### src/rtl/demux4x32_buf.sv
// Four-lane demultiplexer with a small FIFO per output lane.
// The word on `a` is routed to lane `s`; each lane drains independently under valid/ready.

module demux4x32_buf #(
    parameter int WIDTH = 32,
    parameter int DEPTH = 2
) (
    input  logic                     clk,
    input  logic                     rst,
    input  logic [WIDTH-1:0]         a,
    input  logic [1:0]               s,
    input  logic                     in_valid,
    output logic                     in_ready,
    output logic [WIDTH-1:0]         y0,
    output logic [WIDTH-1:0]         y1,
    output logic [WIDTH-1:0]         y2,
    output logic [WIDTH-1:0]         y3,
    output logic [3:0]               y_valid,
    input  logic [3:0]               y_ready,
    output logic [$clog2(DEPTH):0]   occ0,
    output logic [$clog2(DEPTH):0]   occ1,
    output logic [$clog2(DEPTH):0]   occ2,
    output logic [$clog2(DEPTH):0]   occ3
);

    localparam int AW = $clog2(DEPTH);
    localparam logic [AW:0]   OCC_FULL = (AW+1)'(DEPTH);
    localparam logic [AW:0]   OCC_ONE  = (AW+1)'(1);
    localparam logic [AW-1:0] PTR_ONE  = AW'(1);

    logic [3:0]            w_push;
    logic [3:0]            w_pop;
    logic [3:0]            w_full;
    logic [3:0][WIDTH-1:0] w_head;
    logic [3:0][AW:0]      w_occ;

    // A full lane refuses input even if it pops this cycle: no pass-through path.
    assign in_ready = ~w_full[s];

    for (genvar k = 0; k < 4; k++) begin : g_lane
        logic [WIDTH-1:0] r_mem [DEPTH];
        logic [AW-1:0]    r_wr_ptr;
        logic [AW-1:0]    r_rd_ptr;
        logic [AW:0]      r_occ;

        assign w_full[k] = (r_occ == OCC_FULL);
        assign w_push[k] = in_valid && !w_full[k] && (s == 2'(k));
        assign w_pop[k]  = (r_occ != '0) && y_ready[k];

        // NOTE: storage is deliberately not reset; r_occ alone decides which entries are live.
        always_ff @(posedge clk) begin
            if (w_push[k]) begin
                r_mem[r_wr_ptr] <= a;
            end
        end

        always_ff @(posedge clk or posedge rst) begin
            if (rst) begin
                r_wr_ptr <= '0;
                r_rd_ptr <= '0;
                r_occ    <= '0;
            end else begin
                if (w_push[k]) begin
                    r_wr_ptr <= r_wr_ptr + PTR_ONE;
                end
                if (w_pop[k]) begin
                    r_rd_ptr <= r_rd_ptr + PTR_ONE;
                end
                case ({w_push[k], w_pop[k]})
                    2'b10:   r_occ <= r_occ + OCC_ONE;
                    2'b01:   r_occ <= r_occ - OCC_ONE;
                    default: r_occ <= r_occ;
                endcase
            end
        end

        assign w_occ[k]   = r_occ;
        assign w_head[k]  = (r_occ != '0) ? r_mem[r_rd_ptr] : '0;
        assign y_valid[k] = (r_occ != '0);
    end

    assign y0   = w_head[0];
    assign y1   = w_head[1];
    assign y2   = w_head[2];
    assign y3   = w_head[3];
    assign occ0 = w_occ[0];
    assign occ1 = w_occ[1];
    assign occ2 = w_occ[2];
    assign occ3 = w_occ[3];

endmodule

### config.mk
export PLATFORM = sky130hd
export DESIGN_NAME = demux4x32_buf
export DESIGN_NICKNAME = d
export VERILOG_FILES = /design/src/rtl/demux4x32_buf.sv
export SDC_FILE = /design/constraint.sdc
export NUM_CORES = 1
export LEC_CHECK = 0
export ABC_CLOCK_PERIOD_IN_PS = 2800
export BUFFER_PORTS_ARGS = -buffer_cell sky130_fd_sc_hd__buf_2
export CORE_ASPECT_RATIO = 1.25
export CORE_MARGIN = 10
export CORE_UTILIZATION = 45
export DETAILED_ROUTE_END_ITERATION = 16
export PLACE_DENSITY = 0.76
export SYNTH_ARGS = -nofsm -noshare
export SYNTH_HDL_FRONTEND = slang
export SYNTH_SLANG_ARGS = --single-unit
### constraint.sdc
create_clock -name clk -period 2.8 [get_ports clk]
set_clock_uncertainty 0.15 [all_clocks]
set_input_delay 0.42 -clock clk [delete_from_list [all_inputs] [get_ports clk]]
set_output_delay 0.42 -clock clk [all_outputs]
set_load 0.01 [all_outputs]
==> results of run 1 <==
area by class of cell:
class | instances | area [um^2] | area share
clock inverter | 12 | 90.1 | 0.00712
inverter | 8 | 30.0 | 0.00237
timing repair buffer | 208 | 1160 | 0.0918
multi-input combinational | 310 | 2260 | 0.179
clock buffer | 31 | 648 | 0.0512
tap | 288 | 360 | 0.0285
sequential | 272 | 8090 | 0.640
routing by layer:
metal / up-vias / track usage
li1: 2666 / -
met1: 2918 / 0.190
met2: 185 / 0.290
met3: 27 / 0.0302
met4: 0 / 0.0400
met5: - / 0
stage by stage:
step                      utilization  setup WS, ns
after floorplan                     -        0.0730
after global placement          0.518         0.728
after detailed placement        0.518         0.698
after CTS                       0.551         0.165
after global routing            0.551        0.0623
final                           0.551         0.171
state kept, by name, summed over array words and instances (netlist names):
name             cells
g_lane.r_mem       256
g_lane.r_rd_ptr      4
g_lane.r_wr_ptr      4
occ0                 2
occ1                 2
occ2                 2
occ3                 2
logic make-up (layout without fill, tap and decap cells):
logic type	after synthesis	in the layout	synth area share
flops	272	272	0.772
simple gates	157	157	0.0632
mux	129	129	0.124
buf+inv	36	259	0.0191
xor+xnor	20	20	0.0167
fa+ha+maj	4	4	0.00478
timing repair:
action	4_1_cts	5_1_grt
hold buffers	1	0
setup buffers	0	0
endpoints found under the hold margin	16	0
gates resized for setup	0	0
power breakdown:
part           leakage [uW]  switching (uW)  total, uW  internal, uW
combinational       0.00216            2690       4530          1830
sequential          0.00250             370       5220          4850
clock              0.000350            1370       3100          1730
worst max-delay path: cells and delay by family (launching register included):
family / cells / cell delay [ns]
buf+inv: 2 / 0.52
flops: 1 / 0.46
simple gates: 2 / 0.56
cells in the mapped netlist (all sizes together):
library cell / count / area (um^2)
inv: 8 / 30.0
ha: 4 / 50.1
nand4b: 2 / 30.0
nand4: 1 / 12.5
buf: 28 / 170
xnor2: 12 / 105
nor3b: 1 / 12.5
nor2: 143 / 547
xor2: 8 / 70.1
nand2b: 4 / 25.0
and2: 4 / 25.0
mux2i: 128 / 1280
dfrtp: 16 / 400
nand2: 1 / 3.75
mux4: 1 / 22.5
edfxtp: 256 / 7690
and3: 1 / 6.26
worst max-delay path by stage:
stage | endpoint | start | cells after the start | slack (ns)
6_report | y2[3] | occ2[0]$_DFFE_PP0P_ | 4 | 0.17
5_1_grt | y2[3] | occ2[0]$_DFFE_PP0P_ | 4 | 0.06
4_1_cts | y2[3] | occ2[0]$_DFFE_PP0P_ | 4 | 0.17
3_5_place_dp | y2[3] | occ2[0]$_DFFE_PP0P_ | 4 | 0.70
3_3_place_gp | y2[3] | occ2[0]$_DFFE_PP0P_ | 4 | 0.73
2_1_floorplan | g_lane[1].r_mem[0][0]$_DFFE_PP_ | occ1[0]$_DFFE_PP0P_ | 3 | 0.07
==> flow_summary.json, run 1 <==
{
  "status": "completed",
  "ys_types": 20,
  "synth_cells": 618,
  "slowest_delay_ns": 0.46,
  "fin_cells": 1129,
  "syn_avg_cell_area_um2": 17.0,
  "gp_congestion": 0.747,
  "dp_hpwl_mm": 16.8,
  "leakage_uw": 0.00501,
  "area_delta_synth_final_pct": 20.7,
  "hold_ws_ns": 0.0434,
  "num-nets-final": 870,
  "hold_depth": 1,
  "cts_buffers": 25,
  "critPathCaptureType": "output pin",
  "cap_violations": 0,
  "num-fill-cells": 1808,
  "fin_area_mm2": 0.0126,
  "drt_iter0_markers": 338,
  "crit_chain": "nor2_4 -> buf_4 -> nor2_1 -> buf_2",
  "slew_viol_final": 0,
  "reg2reg_from": "occ2[0]$_DFFE_PP0P_",
  "finalSetupViolCount": 0,
  "initial_utilization": 0.456,
  "worstSetupPathType": "reg -> out",
  "power_density_mw_per_mm2": 1020,
  "grt_usage": 0.160,
  "dieArea_mm2": 0.0298,
  "core-area_mm2": 0.0230,
  "rows": 62,
  "worstMarginPinSlew_ns": 0.657,
  "clk_latency_ns": 0.51,
  "vias_per_cell": 5.13,
  "drive_gt1_frac": 0.314,
  "setup_tns_ns": 0,
  "clock_sinks": 272,
  "r2r_cells": 7,
  "r2r_slack_ns": 0.77,
  "wl_met3_mm": 1.52,
  "mostFrequentLayoutCells": "256 x edfxtp_1, 181 x buf_2, 132 x nor2_1, 128 x mux2i_1, 25 x clkbuf_16",
  "fmax_mhz": 380,
  "cts_tree": "done",
  "grt.overflow.total": 0,
  "drt-pass1-iter-count": 4,
  "path_clk_slew_ns": 0.06,
  "period_needed_ns": 2.63,
  "clk_path_buf_depth": 3,
  "root_buffer": "clkbuf_16",
  "die_x_um": 156,
  "drcViolationCount": 0,
  "antenna_found_initial": 0,
  "vias": 5796,
  "wl_met2_mm": 12.9,
  "syn_area_mm2": 0.0105,
  "rsz0062_at_grt": "no",
  "drt-total-wl_mm": 24.2,
  "ys_ff_latch": 272,
  "synth.net_count": 663,
  "die_y_um": 191,
  "final_common_cell": "edfxtp_1",
  "place_area_mm2": 0.0119,
  "vdd_ir_drop_max_mv": 0.687,
  "relSlewSlack": 0.561,
  "min_to": "g_lane[3].r_mem[0][11]$_DFFE_PP_",
  "synth-seq-area-share": 0.772,
  "grt_pass1_wl_mm": 36.6,
  "hp-class": "in -> reg",
  "worstSetupStartpointType": "flop",
  "power_uw": 12900,
  "crit_path_max_fanout": 17,
  "n_antenna_cell": 0,
  "required_ns": 2.23,
  "hold_viol_final": 0,
  "dp_cells": 1085,
  "highest-signal-layer": "met4",
  "wl_met1_mm": 9.35,
  "wl_per_cell_um": 21.4,
  "num_io_pins": 182,
  "portBuffers": 181,
  "yosysWarnings": 0,
  "grt_pass1_vias": 6094,
  "critPathArrivalTime_ns": 2.06,
  "htree_levels": 1,
  "critical-path-slowest-cell": "dfrtp_1",
  "min_from": "a[11]",
  "r2r_end": "occ2[1]$_DFFE_PP0P_",
  "grt_max_degree": 33,
  "drtAntennaViolNets": 0,
  "period_share": 0.939
}
Note: power is estimated with default switching activity, not from simulation.
==> run 2, diff against run 1 <==
--- a/config.mk
+++ b/config.mk
@@ -12,6 +12,7 @@
 export CORE_UTILIZATION = 45
 export DETAILED_ROUTE_END_ITERATION = 16
 export PLACE_DENSITY = 0.76
+export REMOVE_ABC_BUFFERS = 1
 export SYNTH_ARGS = -nofsm -noshare
 export SYNTH_HDL_FRONTEND = slang
 export SYNTH_SLANG_ARGS = --single-unit
==> run 2 against run 1 <==
Net effect: final area is 0.85% higher; register-to-register slack worse by 0.16 ns; utilization is 0.47 points higher; sequential power is 2% higher; via count is 0.55% lower; sequential share of layout area is 0.54 points lower; routed wire length is 3.7% higher; count of clock-buffer cells in the layout is 3 higher; power is 3.2% higher; non-clock buffer count is 6 lower; critical path depth stayed put.
==> flow_summary.json, run 2 (synthesis gave the netlist of run 1 again) <==
{
  "relSlewSlack": 0.555,
  "cts_setup_buffers": 0,
  "ff_latch_area_mm2": 0.00809,
  "hold_ws_ns": 0.0308,
  "portBuffers": 181,
  "root_buffer": "clkbuf_16",
  "core-area_mm2": 0.0230,
  "area_delta_synth_final_pct": 21.7,
  "grt.overflow.total": 0,
  "post_cts_resized": 0,
  "status": "completed",
  "grt_max_degree": 33,
  "intPower_uw": 8700,
  "multiInputGateArea_mm2": 0.00226,
  "grt_usage": 0.163,
  "place_area_mm2": 0.0119,
  "initial_utilization": 0.456,
  "gp_congestion": 0.730,
  "period_share": 0.945,
  "cts_tree": "done",
  "dieArea_mm2": 0.0298,
  "clk_latency_ns": 0.51,
  "clk_path_buf_depth": 3,
  "cap_violations": 0,
  "worstSetupPathType": "reg -> out",
  "cts_buffers": 27,
  "power_frac_comb": 0.342,
  "crit_path_max_fanout": 18,
  "rsz0062_at_grt": "no",
  "path_clk_slew_ns": 0.06,
  "antenna_found_initial": 1,
  "seqPwrFrac": 0.401,
  "hold_viol_final": 0,
  "vias_per_cell": 5.11,
  "hp-class": "in -> reg",
  "power_density_mw_per_mm2": 1040,
  "htree_levels": 1,
  "fin_area_mm2": 0.0128,
  "critPathCaptureType": "output pin",
  "clkPwrFrac": 0.257,
  "finalSetupViolCount": 0,
  "drt-pass1-iter-count": 5,
  "drtAntennaViolNets": 0,
  "worstMarginPinSlew_ns": 0.666,
  "largest_reg_flops": 256,
  "drt_iter0_markers": 314,
  "drcViolationCount": 0,
  "worstSetupStartpointType": "flop",
  "wl_met2_mm": 12.4,
  "grt_pass1_vias": 6092,
  "reg.largest.list": "g_lane.r_mem (256), g_lane.r_rd_ptr (4), g_lane.r_wr_ptr (4)",
  "mostFrequentLayoutCells": "256 x edfxtp_1, 181 x buf_2, 132 x nor2_1, 128 x mux2i_1, 27 x clkbuf_16",
  "rows": 62,
  "dp_hpwl_mm": 16.8,
  "num_io_pins": 182,
  "power.switching_uw": 4570,
  "vias": 5764,
  "period_needed_ns": 2.65,
  "slew_viol_final": 0,
  "clock_sinks": 272,
  "die_x_um": 156,
  "final_common_cell": "edfxtp_1",
  "regMostFlops": "g_lane.r_mem",
  "drive_gt1_frac": 0.315,
  "drt-total-wl_mm": 25.1,
  "grt_pass1_wl_mm": 37.2,
  "wl_met3_mm": 1.61,
  "leakage_uw": 0.00506,
  "die_y_um": 191,
  "highest-signal-layer": "met4",
  "cts_hold_buffers": 1,
  "required_ns": 2.23,
  "critPathArrivalTime_ns": 2.08,
  "num-nets-final": 866,
  "setup_tns_ns": 0,
  "power_uw": 13300,
  "wl_met1_mm": 10.7,
  "num-fill-cells": 1818,
  "fmax_mhz": 378,
  "vdd_ir_drop_max_mv": 0.637,
  "sw_frac_of_total": 0.344,
  "wl_per_cell_um": 22.2
}
## run 2: cell types whose count changed in the layout (fill, tap and decap cells not counted), sizes merged
cell / change
inv: +1
diode: +1
bufinv: +1
buf: -6
clkinv: +1
clkbuf: +3
clkinvlp: -2
## run 2: metrics by stage
| stage | util | instances | setup WS [ns] |
|---|---|---|---|
| detailed placement | 0.518 | 1079 | 0.554 |
| CTS | 0.555 | 1127 | 0.116 |
| finish | 0.555 | 1128 | 0.154 |
| global route | 0.555 | 1127 | 0.0342 |
| floorplan | - | 590 | 0.0730 |
| global placement | 0.518 | 1079 | 0.579 |
## run 2: power by group through the flow
stage / clock [uW] / sequential [uW] / combinational, uW
floorplan: 0 / 5470 / 2260
global placement: 0 / 5370 / 4570
detailed placement: 0 / 5400 / 4620
CTS: 3500 / 5320 / 4640
global route: 3680 / 5360 / 4920
finish: 3410 / 5320 / 4530
## run 2: final timing paths
| path | startpoint | to | slack [ns] | cells after the start |
|---|---|---|---|---|
| worst max-delay path | g_lane[2].r_rd_ptr$_DFFE_PP0P_ | y2[17] | 0.15 | 4 |
| worst min register to register | g_lane[0].r_wr_ptr$_DFFE_PP0P_ | g_lane[0].r_wr_ptr$_DFFE_PP0P_ | 0.39 | 1 |
| worst min-delay path | a[3] | g_lane[2].r_mem[0][3]$_DFFE_PP_ | 0.03 | 1 |
| min in group asynchronous | rst | occ1[1]$_DFFE_PP0P_ | 0.40 | 3 |
| worst max register to register | occ1[0]$_DFFE_PP0P_ | g_lane[1].r_mem[1][12]$_DFFE_PP_ | 0.61 | 4 |
| max in group asynchronous | rst | g_lane[3].r_rd_ptr$_DFFE_PP0P_ | 1.63 | 3 |
## run 2: layout make-up
| type | count | area share |
|---|---|---|
| Antenna cell | 1 | 0.000196 |
| Clock buffer | 34 | 0.0566 |
| Clock inverter | 13 | 0.00912 |
| Inverter | 8 | 0.00235 |
| Multi-Input combinational cell | 310 | 0.178 |
| Sequential cell | 272 | 0.634 |
| Tap cell | 288 | 0.0283 |
| Timing Repair Buffer | 202 | 0.0914 |
## run 2: critical path, cell delays in order (launching register included)
cell and delay [ns]:
dfrtp_2 0.73, buf_4 0.37, mux2i_1 0.23, nor2_1 0.06, buf_2 0.16
## run 2: routing by layer
metal | track usage | vias to the layer above
met1 | 0.212 | 2888
met2 | 0.271 | 165
li1 | - | 2681
met3 | 0.0408 | 30
met4 | 0.0353 | 0
met5 | 0 | -
==> run 3, diff against run 2 <==
--- a/config.mk
+++ b/config.mk
@@ -5,13 +5,14 @@
 export SDC_FILE = /design/constraint.sdc
 export NUM_CORES = 1
 export LEC_CHECK = 0
+export ABC_AREA = 1
 export ABC_CLOCK_PERIOD_IN_PS = 2800
 export BUFFER_PORTS_ARGS = -buffer_cell sky130_fd_sc_hd__buf_2
 export CORE_ASPECT_RATIO = 1.25
 export CORE_MARGIN = 10
-export CORE_UTILIZATION = 45
+export CORE_UTILIZATION = 50
 export DETAILED_ROUTE_END_ITERATION = 16
-export PLACE_DENSITY = 0.76
+export PLACE_DENSITY = 0.82
 export REMOVE_ABC_BUFFERS = 1
 export SYNTH_ARGS = -nofsm -noshare
 export SYNTH_HDL_FRONTEND = slang
==> run 3 against run 2 <==
Net effect: sequential power fell by 5.1%; register-to-register slack improved by 0.26 ns; routed wire length rose by 4.5%; clock power fell by 7.9%; final area fell by 1.6%; setup slack improved by 0.049 ns; critical path type unchanged; maximum frequency rose by 1.9%.
==> flow_summary.json, run 3 <==
{
  "required_ns": 2.23,
  "hp-class": "in -> reg",
  "clk_latency_ns": 0.52,
  "ys.flop_type": "edfxtp_1",
  "num_io_pins": 182,
  "synth-edff-count": 256,
  "mostFrequentLayoutCells": "292 x nand2_1, 256 x edfxtp_1, 181 x buf_2, 128 x a21oi_1, 27 x inv_1",
  "root_buffer": "clkbuf_16",
  "synth-seq-area-share": 0.763,
  "slew_viol_final": 0,
  "clock_sinks": 272,
  "yosys.area_share.simple": 0.124,
  "crit_path_max_fanout": 22,
  "fmax_mhz": 385,
  "dieArea_mm2": 0.0275,
  "hold_viol_final": 0,
  "dp_hpwl_mm": 16.7,
  "core-area_mm2": 0.0208,
  "grt.overflow.total": 0,
  "portBuffers": 181,
  "rows": 59,
  "yosysWarnings": 0,
  "synth_compound_area_frac": 0.0604,
  "setup_ws_ns": 0.203,
  "cts_buffers": 25,
  "drcViolationCount": 0,
  "drt-pass1-iter-count": 5,
  "antenna_found_initial": 1,
  "ys_ff_latch": 272,
  "synth_area_leaders": "edfxtp_1 73%, nand2_1 10%, a21oi_1 6.0%",
  "vdd_ir_drop_max_mv": 0.806,
  "hold_ws_ns": 0.0246,
  "worstSetupPathType": "reg -> out",
  "critPathCaptureType": "output pin",
  "grt_usage": 0.183,
  "dp_cells": 1251,
  "synth_top_cell_by_area": "edfxtp_1",
  "gp_congestion": 0.786,
  "muxShareOfSynthArea": 0,
  "grt_pass1_wl_mm": 39.1,
  "postLayoutCoreUtil": 0.603,
  "reg.largest.list": "g_lane.r_mem (256), g_lane.r_rd_ptr (4), g_lane.r_wr_ptr (4)",
  "period_needed_ns": 2.60,
  "cts_hold_buffers": 1,
  "critPathArrivalTime_ns": 2.03,
  "synth_top_area_frac": 0.725,
  "htree_levels": 1,
  "drtAntennaViolNets": 0,
  "grt_pass1_vias": 7022,
  "synth_xor_area_frac": 0.00661,
  "synth_cells": 816,
  "r2r_slack_ns": 0.87,
  "vias_per_cell": 5.33,
  "area_delta_synth_final_pct": 18.4,
  "synth_common_cells": "292 x nand2_1, 256 x edfxtp_1, 128 x a21oi_1, 31 x inv_1, 18 x buf_2",
  "regMostFlops": "g_lane.r_mem",
  "setup_tns_ns": 0,
  "vias": 6923,
  "drt-total-wl_mm": 26.2,
  "finalSetupViolCount": 0,
  "fin_cells": 1299,
  "synth_fa_ha_area_frac": 0.00472,
  "relSlewSlack": 0.520,
  "cap_violations": 0,
  "initial_utilization": 0.509,
  "grt_max_degree": 35,
  "wl_per_cell_um": 20.2,
  "worstSetupStartpointType": "flop",
  "clk_path_buf_depth": 3,
  "ys_types": 19,
  "dp_slack_ns": 0.620,
  "leakage_uw": 0.00496,
  "final_common_cell": "nand2_1",
  "cts_tree": "done",
  "synth_most_common_cell": "nand2_1",
  "synth_top_family_by_area": "simple AND/OR/NAND/NOR gates",
  "largest_reg_flops": 256,
  "path_clk_slew_ns": 0.06,
  "drt_iter0_markers": 532,
  "rsz0062_at_grt": "no",
  "worstMarginPinSlew_ns": 0.719,
  "die_x_um": 150,
  "post_cts_resized": 0,
  "drive_gt1_frac": 0.261,
  "period_share": 0.927,
  "power_density_mw_per_mm2": 1040,
  "status": "completed",
  "syn_avg_cell_area_um2": 13.0,
  "cts_setup_buffers": 0,
  "async_reset_ff_frac": 0.0588,
  "num-nets-final": 1050,
  "syn_area_mm2": 0.0106,
  "die_y_um": 183
}
## run 3: cell count changes after synthesis, moves of 27 or more
cell	delta
inv_1	+27
mux2i_1	-128
nor2_1	-134
a21oi_1	+128
nand2_1	+291
## run 3: cell families (layout without fill, tap and decap cells)
family                     Yosys count  count (layout)
AOI/OAI and AO/OA                  128             128
xor gates and xnor gates             8               8
adders and majority gates            4               4
buffers and inverters               81             289
DFF                                272             272
other                                0               1
and+or+nand+nor                    323             323
## run 3: worst paths after layout
kind / cells past startpoint / startpoint / to
setup / recovery: 4 / occ3[0]$_DFFE_PP0P_ / y3[29]
hold / removal: 1 / a[29] / g_lane[0].r_mem[0][29]$_DFFE_PP_
setup reg to reg: 5 / occ3[0]$_DFFE_PP0P_ / g_lane[3].r_mem[1][14]$_DFFE_PP_
hold reg to reg: 2 / g_lane[2].r_wr_ptr$_DFFE_PP0P_ / g_lane[2].r_wr_ptr$_DFFE_PP0P_
max in group asynchronous: 3 / rst / g_lane[1].r_rd_ptr$_DFFE_PP0P_
min in group asynchronous: 3 / rst / occ2[0]$_DFFE_PP0P_
## run 3: worst max-delay path: stages, from the launching register on
cell and delay [ns]:
dfrtp_1 0.46, nor2_4 0.40, buf_4 0.40, a21oi_1 0.09, buf_2 0.16
## run 3: cell type report
| class | instances | area (um^2) |
|---|---|---|
| Timing Repair Buffer | 202 | 1090 |
| Fill cell | 1582 | 8270 |
| Clock buffer | 37 | 681 |
| Sequential cell | 272 | 8090 |
| Tap cell | 274 | 343 |
| Multi-Input combinational cell | 463 | 2110 |
| Inverter | 41 | 154 |
| Antenna cell | 1 | 2.50 |
| Clock inverter | 9 | 73.8 |
## run 3: per-stage QoR
| stage | area, um^2 | power [uW] |
|---|---|---|
| CTS | 12500 | 13200 |
| global placement | 11800 | 9930 |
| detailed placement | 11800 | 10100 |
| floorplan | 10300 | 7650 |
| finish | 12500 | 13100 |
| global route | 12500 | 13800 |
## run 3: power by group
group          internal [uW]  switching, uW
combinational           1520           3390
clock                   1780           1360
sequential              4850            201
## run 3: layer usage
layer | vias up | track usage | routed length, um
met1 | 3345 | 0.221 | 9700
met3 | 59 | 0.0475 | 2400
li1 | 3197 | - | -
met4 | 0 | 0.0607 | 752
met5 | - | 0 | 0
met2 | 322 | 0.312 | 13300
